===== config.mk =====
export PLATFORM = sky130hd
export DESIGN_NAME = mem_arbiter
export DESIGN_NICKNAME = d
export VERILOG_FILES = /design/src/rtl/mem_arbiter.sv
export SDC_FILE = /design/constraint.sdc
export NUM_CORES = 1
export LEC_CHECK = 0
export BUFFER_PORTS_ARGS = -buffer_cell sky130_fd_sc_hd__buf_2
export CAP_MARGIN = 20
export CELL_PAD_IN_SITES_DETAIL_PLACEMENT = 1
export CELL_PAD_IN_SITES_GLOBAL_PLACEMENT = 2
export CORE_MARGIN = 8
export CORE_UTILIZATION = 35
export DETAILED_ROUTE_END_ITERATION = 7
export GPL_ROUTABILITY_DRIVEN = 0
export HOLD_SLACK_MARGIN = 0.03
export PLACE_DENSITY = 0.84
export SLEW_MARGIN = 20
export SYNTH_ARGS = -nofsm -noshare
export SYNTH_HDL_FRONTEND = slang
export SYNTH_SLANG_ARGS = --single-unit

===== constraint.sdc =====
create_clock -name clock -period 4.1 [get_ports clock]
set_input_delay 0.205 -clock clock [delete_from_list [all_inputs] [get_ports clock]]
set_output_delay 0.205 -clock clock [all_outputs]
set_load 0.02 [all_outputs]

===== src/rtl/mem_arbiter.sv =====
// Purpose: serialises single-beat CPU/PPU memory requests onto the shared memory bus (PPU priority, CPU anti-starvation).
// Latency: req in cycle T -> bus strobe in T+1 at the earliest -> ack (and read data) in T+2.
// Backpressure: one pending slot per port; busy is high while the slot is occupied, and a req seen while busy is dropped and flagged as overrun. Nothing is granted while load_done is low.
// Optional feature: define MEM_ARB_ROM_WP_EN to suppress bus writes into the PRG ROM region (addr[21] == 0).
module mem_arbiter #(
    parameter int STARVE_LIMIT = 4
) (
    input  logic        clock,
    input  logic        reset,
    input  logic        load_done,

    input  logic        cpu_req,
    input  logic        cpu_we,
    input  logic [21:0] cpu_addr,
    input  logic [7:0]  cpu_d,
    output logic [7:0]  cpu_q,
    output logic        cpu_ack,
    output logic        cpu_busy,
    output logic        cpu_overrun,

    input  logic        ppu_req,
    input  logic        ppu_we,
    input  logic [21:0] ppu_addr,
    input  logic [7:0]  ppu_d,
    output logic [7:0]  ppu_q,
    output logic        ppu_ack,
    output logic        ppu_busy,
    output logic        ppu_overrun,

    output logic [21:0] mem_addr,
    output logic        mem_rd_cpu,
    output logic        mem_rd_ppu,
    output logic        mem_wr,
    output logic [7:0]  mem_d,
    input  logic [7:0]  mem_q_cpu,
    input  logic [7:0]  mem_q_ppu
);

    localparam logic [3:0] WAIT_MAX = 4'(STARVE_LIMIT);

    // Pending request slots, one per port.
    logic        cpu_pend;
    logic        cpu_slot_we;
    logic [21:0] cpu_slot_addr;
    logic [7:0]  cpu_slot_d;
    logic        ppu_pend;
    logic        ppu_slot_we;
    logic [21:0] ppu_slot_addr;
    logic [7:0]  ppu_slot_d;

    // In-flight flags double as the ack pulses.
    logic        cpu_flight;
    logic        ppu_flight;

    logic        cpu_ovr;
    logic        ppu_ovr;
    logic [3:0]  cpu_wait;

    // Bus address/data are held between grants.
    logic [21:0] hold_addr;
    logic [7:0]  hold_d;

    logic        cpu_grant;
    logic        ppu_grant;
    logic        any_grant;
    logic        sel_we;
    logic [21:0] sel_addr;
    logic [7:0]  sel_d;
    logic        wr_allow;

    // Grant selection: PPU first, unless the CPU has waited its full starvation limit.
    always_comb begin
        cpu_grant = 1'b0;
        ppu_grant = 1'b0;
        if (load_done) begin
            if (cpu_pend && (!ppu_pend || cpu_wait == WAIT_MAX)) begin
                cpu_grant = 1'b1;
            end else if (ppu_pend) begin
                ppu_grant = 1'b1;
            end
        end
    end

    assign any_grant = cpu_grant | ppu_grant;

    // Mux the granted slot onto the bus; hold the last address/data when idle.
    always_comb begin
        sel_we   = ppu_slot_we;
        sel_addr = ppu_slot_addr;
        sel_d    = ppu_slot_d;
        if (cpu_grant) begin
            sel_we   = cpu_slot_we;
            sel_addr = cpu_slot_addr;
            sel_d    = cpu_slot_d;
        end
    end

`ifdef MEM_ARB_ROM_WP_EN
    // The lower half of the address space is PRG ROM: writes there are consumed but never strobed.
    assign wr_allow = sel_addr[21];
`else
    assign wr_allow = 1'b1;
`endif

    assign mem_addr   = any_grant ? sel_addr : hold_addr;
    assign mem_d      = any_grant ? sel_d : hold_d;
    assign mem_wr     = any_grant & sel_we & wr_allow;
    assign mem_rd_cpu = cpu_grant & ~cpu_slot_we;
    assign mem_rd_ppu = ppu_grant & ~ppu_slot_we;

    assign cpu_busy    = cpu_pend;
    assign ppu_busy    = ppu_pend;
    assign cpu_ack     = cpu_flight;
    assign ppu_ack     = ppu_flight;
    assign cpu_overrun = cpu_ovr;
    assign ppu_overrun = ppu_ovr;
    assign cpu_q       = mem_q_cpu;
    assign ppu_q       = mem_q_ppu;

    // CPU slot: capture when free, release on grant, flag requests that arrive while occupied.
    always_ff @(posedge clock or negedge reset) begin
        if (!reset) begin
            cpu_pend      <= 1'b0;
            cpu_slot_we   <= 1'b0;
            cpu_slot_addr <= '0;
            cpu_slot_d    <= '0;
            cpu_ovr       <= 1'b0;
        end else begin
            if (cpu_req && !cpu_pend) begin
                cpu_pend      <= 1'b1;
                cpu_slot_we   <= cpu_we;
                cpu_slot_addr <= cpu_addr;
                cpu_slot_d    <= cpu_d;
            end else if (cpu_grant) begin
                cpu_pend <= 1'b0;
            end
            if (cpu_req && cpu_pend) begin
                cpu_ovr <= 1'b1;
            end
        end
    end

    // PPU slot: same capture/release/overrun rules as the CPU slot.
    always_ff @(posedge clock or negedge reset) begin
        if (!reset) begin
            ppu_pend      <= 1'b0;
            ppu_slot_we   <= 1'b0;
            ppu_slot_addr <= '0;
            ppu_slot_d    <= '0;
            ppu_ovr       <= 1'b0;
        end else begin
            if (ppu_req && !ppu_pend) begin
                ppu_pend      <= 1'b1;
                ppu_slot_we   <= ppu_we;
                ppu_slot_addr <= ppu_addr;
                ppu_slot_d    <= ppu_d;
            end else if (ppu_grant) begin
                ppu_pend <= 1'b0;
            end
            if (ppu_req && ppu_pend) begin
                ppu_ovr <= 1'b1;
            end
        end
    end

    // CPU starvation counter: counts cycles pending without a grant, saturating at the limit.
    always_ff @(posedge clock or negedge reset) begin
        if (!reset) begin
            cpu_wait <= '0;
        end else if (cpu_grant) begin
            cpu_wait <= '0;
        end else if (cpu_pend && cpu_wait != WAIT_MAX) begin
            cpu_wait <= cpu_wait + 4'd1;
        end
    end

    // Completion tracking and bus hold registers.
    always_ff @(posedge clock or negedge reset) begin
        if (!reset) begin
            cpu_flight <= 1'b0;
            ppu_flight <= 1'b0;
            hold_addr  <= '0;
            hold_d     <= '0;
        end else begin
            cpu_flight <= cpu_grant;
            ppu_flight <= ppu_grant;
            if (any_grant) begin
                hold_addr <= sel_addr;
                hold_d    <= sel_d;
            end
        end
    end

endmodule


# Word level (Yosys, flattened, before mapping)
# Cells that the tools add are included.
# Widths: inputs -> output; s select.
# classes
add_sub_neg,1
eq_ne,2
n_mux,16
bitwise,6
reduce_logical,12
# ops
cell,count
$mux 22,2
$mux 8,2
$mux 1,10
$mux 4,2
$logic_and 1x1->1,6
$reduce_bool 2->1,3
$add 4x1->4 const B,1
$eq 4x3->1 const B,1
$ne 4x3->1 const B,1
$and 1x1->1,3
$logic_not 1->1,2
$not 1->1,2
$logic_or 1x1->1,1
$or 1x1->1,1
# word_totals
regBits,102
word_cells,52

# Logic depth before layout (Yosys ltp)
# logic_depth
ltp_word,7
ltp_mapped,8
ltp_nobuf,6

# Worst setup path before layout
# Ideal clock, no wire load.
# synth_timing
kind,flip-flop to output port
startpoint,reg cpu_wait[0]
endpoint,out mem_wr
arrival_ns,1.712
t_required_ns,3.895
path_slack_ns,2.183
stages_incl_launch_ff,8
path_buffers,2
path_cell_list,dfrtp_1 > inv_1 > ha_1 > nand3b_4 > a21o_1 > buf_6 > buf_8 > o21ai_0
# synth_via
elab_chain_len,7
word_cells_on_any_way,10
# synth_rtl
element,line_no,text
start: declaration,57,logic [3:0] cpu_wait;
start signal: assignment,173,cpu_wait <= cpu_wait + 4'd1;
$eq 4x3->1 *,76,if (cpu_pend && (!ppu_pend || cpu_wait == WAIT_MAX)) begin
$logic_or 1x1->1 *,76,
$logic_and 1x1->1 *,76,
$mux 1,76,
$mux 1,75,if (load_done) begin
$or 1x1->1 or $mux 1 (tied branches),"84, 91",
$and 1x1->1 *,107,assign mem_wr = any_grant & sel_we & wr_allow;
end: declaration,33,"output logic mem_wr,"
# Every way passes the cells marked *; elsewhere a longest branch is shown, timed or not.

# Final worst setup path
# layout_timing
startpoint,"reg ppu_pend, in the netlist ppu_busy"
endpoint,out mem_addr[11]
# layout_via
elab_chain_len,7
word_cells_on_any_way,11
# layout_rtl
element,line_no,text
start: declaration,46,logic ppu_pend;
start signal: assignment,146,ppu_pend <= 1'b0;
start signal: assignment,153,ppu_pend <= 1'b1;
start signal: assignment,158,ppu_pend <= 1'b0;
$logic_not 1->1,76,
$logic_or 1x1->1,76,
$logic_and 1x1->1,76,
$mux 1,76,
$mux 1,75,
$mux 22 or $or 1x1->1 (tied branches),"91, 84",
$mux 22 *,--,
end: declaration,30,"output logic [21:0] mem_addr,"
# Marks and branches as above.

==> summary.md <==
| Metric | Value |
|---|---|
| DRT Wirelength | `9940 um` |
| Iter 0 DRT Violations | `94` |
| I/O Buffers | `105` |
| Share of layout cells above drive strength 1 | `0.615` |
| Chip width | `130 um` |
| Post-synth EDFFs | `0` |
| Max VDD drop | `0.398 mV` |
| CTS tree | `yes` |
| Slew Limit Fails | `0` |
| Clock root cell | `clkbuf_16` |
| Post-Synth Simple-Gate Area | `0.0269` |
| Register share of total power | `0.392` |
| Clk_lat worst skew | `0.34 ns` |
| Clock sink count | `102` |
| Syn_area_per_cell | `15.2 sq um` |
| Combinational family with the most area after synthesis | `multiplexers` |
| Ys Warns | `0` |
| Initial Util | `0.358` |
| Post-synth ARST share | `1.00` |
| Sw Pwr | `1.56 mW` |
| Rows | `41` |
| Die height | `130 um` |
| Vias per cell | `4.69` |
| Post-synthesis sequential area ratio | `0.566` |
| Worst-path clk slew | `0.07 ns` |
| Commonest non-fill, non-tap cells in the layout | `104 x buf_2, 102 x dfrtp_1, 86 x mux2_2, 27 x mux2_4, 9 x clkbuf_16` |
| Status | `finished clean` |
| GRT Util Overall | `0.123` |
| Post-synth cell types | `28` |
| Internal Pwr Total | `2.92 mW` |
| Pleak | `2.50 nW` |
| Vias | `2623` |
| Clock power frac | `0.172` |
| Critical Path Slowest Stage Cell | `nand2_2` |
| Time the worst path needs with I/O delays and setup | `2.62 ns` |
| Compound-gate portion of the synthesized area | `0.0177` |
| Io pins | `138` |
| Syn Nets | `381` |
| Mapped Area | `4510 sq um` |
| Post-DP HPWL | `6890 um` |
| Comb power frac | `0.435` |
| H-tree depth | `3` |
| Crit path buf inv count | `1` |
| Crit path kind | `reg2out` |
| DR DRC count | `0` |
| Pwr dens | `843 nW/um^2` |
| Diodes inserted | `0` |
| Most common cell after layout, fill and taps aside | `buf_2` |
| Number of max-cap violations | `0` |
| FMAX | `382 MHz` |
| Setup_tns | `0 ns` |
| Fill count | `1355` |
| Final antenna-violating net count | `0` |
| # nets final | `468` |
| Largest net degree at the start of global routing | `71` |
| Top Family by Delay on Critical Path | `multiplexers` |
| Cells after synthesis | `296` |
| CTS Buf Count | `9` |
| Drt wl/cell | `17.8 um` |
| Slew @ Worst Pin | `1.05 ns` |
| CP arrival | `2.42 ns` |
| Setup crit start kind | `flip-flop` |
| Post-Synth XOR/XNOR Area | `0` |
| Grt total ovfl | `0` |
| Synth Area in Adders | `0.00554` |
| Mux share of post-synthesis cell area | `0.324` |
| CTS max path bufs | `2` |
| CP max FO | `31` |
| Clk_skew | `0.00926 ns` |
| Post-Route Utilization | `0.421` |
| First-pass GRT wire length | `15900 um` |
| Worst min path class | `in2reg` |
| Period utilization | `0.639` |
| Vias in the first global route | `3040` |
| Main synth FF type | `dfrtp_1` |
| Die area | `16800 sq um` |
| First-pass DRT Iterations | `4` |
| Critical Path RT | `3.89 ns` |
| Hold Fails Final Rpt | `0` |
| Antenna violations before repair | `0` |
| Max-slew headroom | `0.295` |
| Area growth from synthesis to layout | `17.8%` |
| Max incr delay on CP | `0.68 ns` |
| Synth Register Bits | `102` |
| R2R Setup Slk | `2.06 ns` |
| RSZ-0062 raised after global routing | `false` |
| CP endpoint kind | `output port` |
| CP Cell Sequence | `nand2_2, mux2_2, mux2_4, buf_2` |
| Core area | `12600 sq um` |
| Final setup violation count | `0` |
| Sw Ratio | `0.349` |
==> power groups by stage <==
stage / sequential (mW) / clock (mW) / combinational (mW)
2_1_floorplan: 1.70 / 0 / 1.55
3_3_place_gp: 1.74 / 0 / 1.92
3_5_place_dp: 1.78 / 0 / 1.99
4_1_cts: 1.76 / 0.803 / 2.00
5_1_grt: 1.82 / 0.834 / 2.12
6_report: 1.76 / 0.772 / 1.95
==> synth_stat cells, types with 2 or more instances <==
cell type    n  area [sq um]
a21oi_1      3          15.0
dfrtp_1    102          2550
buf_12       2          40.0
inv_1        6          22.5
ha_1         2          25.0
mux2_4      27           405
buf_2        7          35.0
o21ai_0      4          20.0
nand3_1      2          10.0
mux2_1       8          90.1
nor2_1       5          18.8
nand2_1      4          15.0
a21o_1       3          22.5
nor2b_1      4          25.0
buf_4       19           143
mux2_2      86           968
==> cell type report <==
class	instances	area, sq um	share of cell area
flip-flops and latches	102	2550	0.480
inverters	6	22.5	0.00424
clock buffers	10	229	0.0431
clock inverters	5	37.5	0.00706
repair buffers	107	546	0.103
multi-input cells	157	1710	0.322
well taps	172	215	0.0405
==> worst paths after layout <==
check | start | end | depth (start not counted)
min in group asynchronous | reset | cpu_slot_we | 2
worst min register to register | cpu_overrun | cpu_overrun | 1
worst max register to register | ppu_busy | hold_addr[11] | 3
worst min-delay path | cpu_we | cpu_slot_we | 3
max in group asynchronous | reset | ppu_slot_addr[4] | 3
worst max-delay path | ppu_busy | mem_addr[11] | 4
==> stage by stage <==
step | power, mW | hold slack [ns] | cell area [sq um] | std cells | worst slack (ns)
2_1_floorplan | 3.25 | -0.0906 | 4510 | 296 | 2.18
3_3_place_gp | 3.66 | 0.384 | 5030 | 543 | 1.62
3_5_place_dp | 3.77 | 0.389 | 5030 | 543 | 1.50
4_1_cts | 4.57 | 0.0768 | 5310 | 559 | 1.15
5_1_grt | 4.78 | 0.0866 | 5320 | 559 | 1.33
6_report | 4.48 | 0.0920 | 5320 | 559 | 1.48
==> repair_timing <==
item                      in CTS  in global routing
buffers inserted               0                  0
gates resized for setup        0                  0
hold buffers                   1                  0
hold endpoints to repair      32                  0
==> state kept, by name, indices dropped and copies added, names as in the netlist <==
register / flops
cpu_wait: 4
ppu_overrun: 1
ppu_busy: 1
cpu_overrun: 1
cpu_ack: 1
ppu_ack: 1
cpu_slot_addr: 22
hold_addr: 22
ppu_slot_d: 8
ppu_slot_we: 1
ppu_slot_addr: 22
cpu_slot_we: 1
hold_d: 8
cpu_slot_d: 8
cpu_busy: 1
==> worst register-to-register path, stage by stage, from the launching register on <==
cell and delay, ns:
dfrtp_1 0.49, nand2_2 0.68, mux2_2 0.47, mux2_4 0.28
==> metal layers <==
| metal | vias up | global-route usage | wire (um) |
|---|---|---|---|
| li1 | 1189 | - | - |
| met1 | 1339 | 0.149 | 4380 |
| met2 | 83 | 0.200 | 4720 |
| met3 | 12 | 0.0435 | 716 |
| met4 | 0 | 0.0417 | 130 |
| met5 | - | 0 | 0 |
==> cells by family (layout without fill, tap and decap cells) <==
kind of cell | Yosys count | after routing
compound gates | 13 | 13
buf+inv | 37 | 128
fa+ha+maj | 2 | 2
simple gates | 21 | 21
mux | 121 | 121
flops | 102 | 102
(Power assumes the default switching activity.)
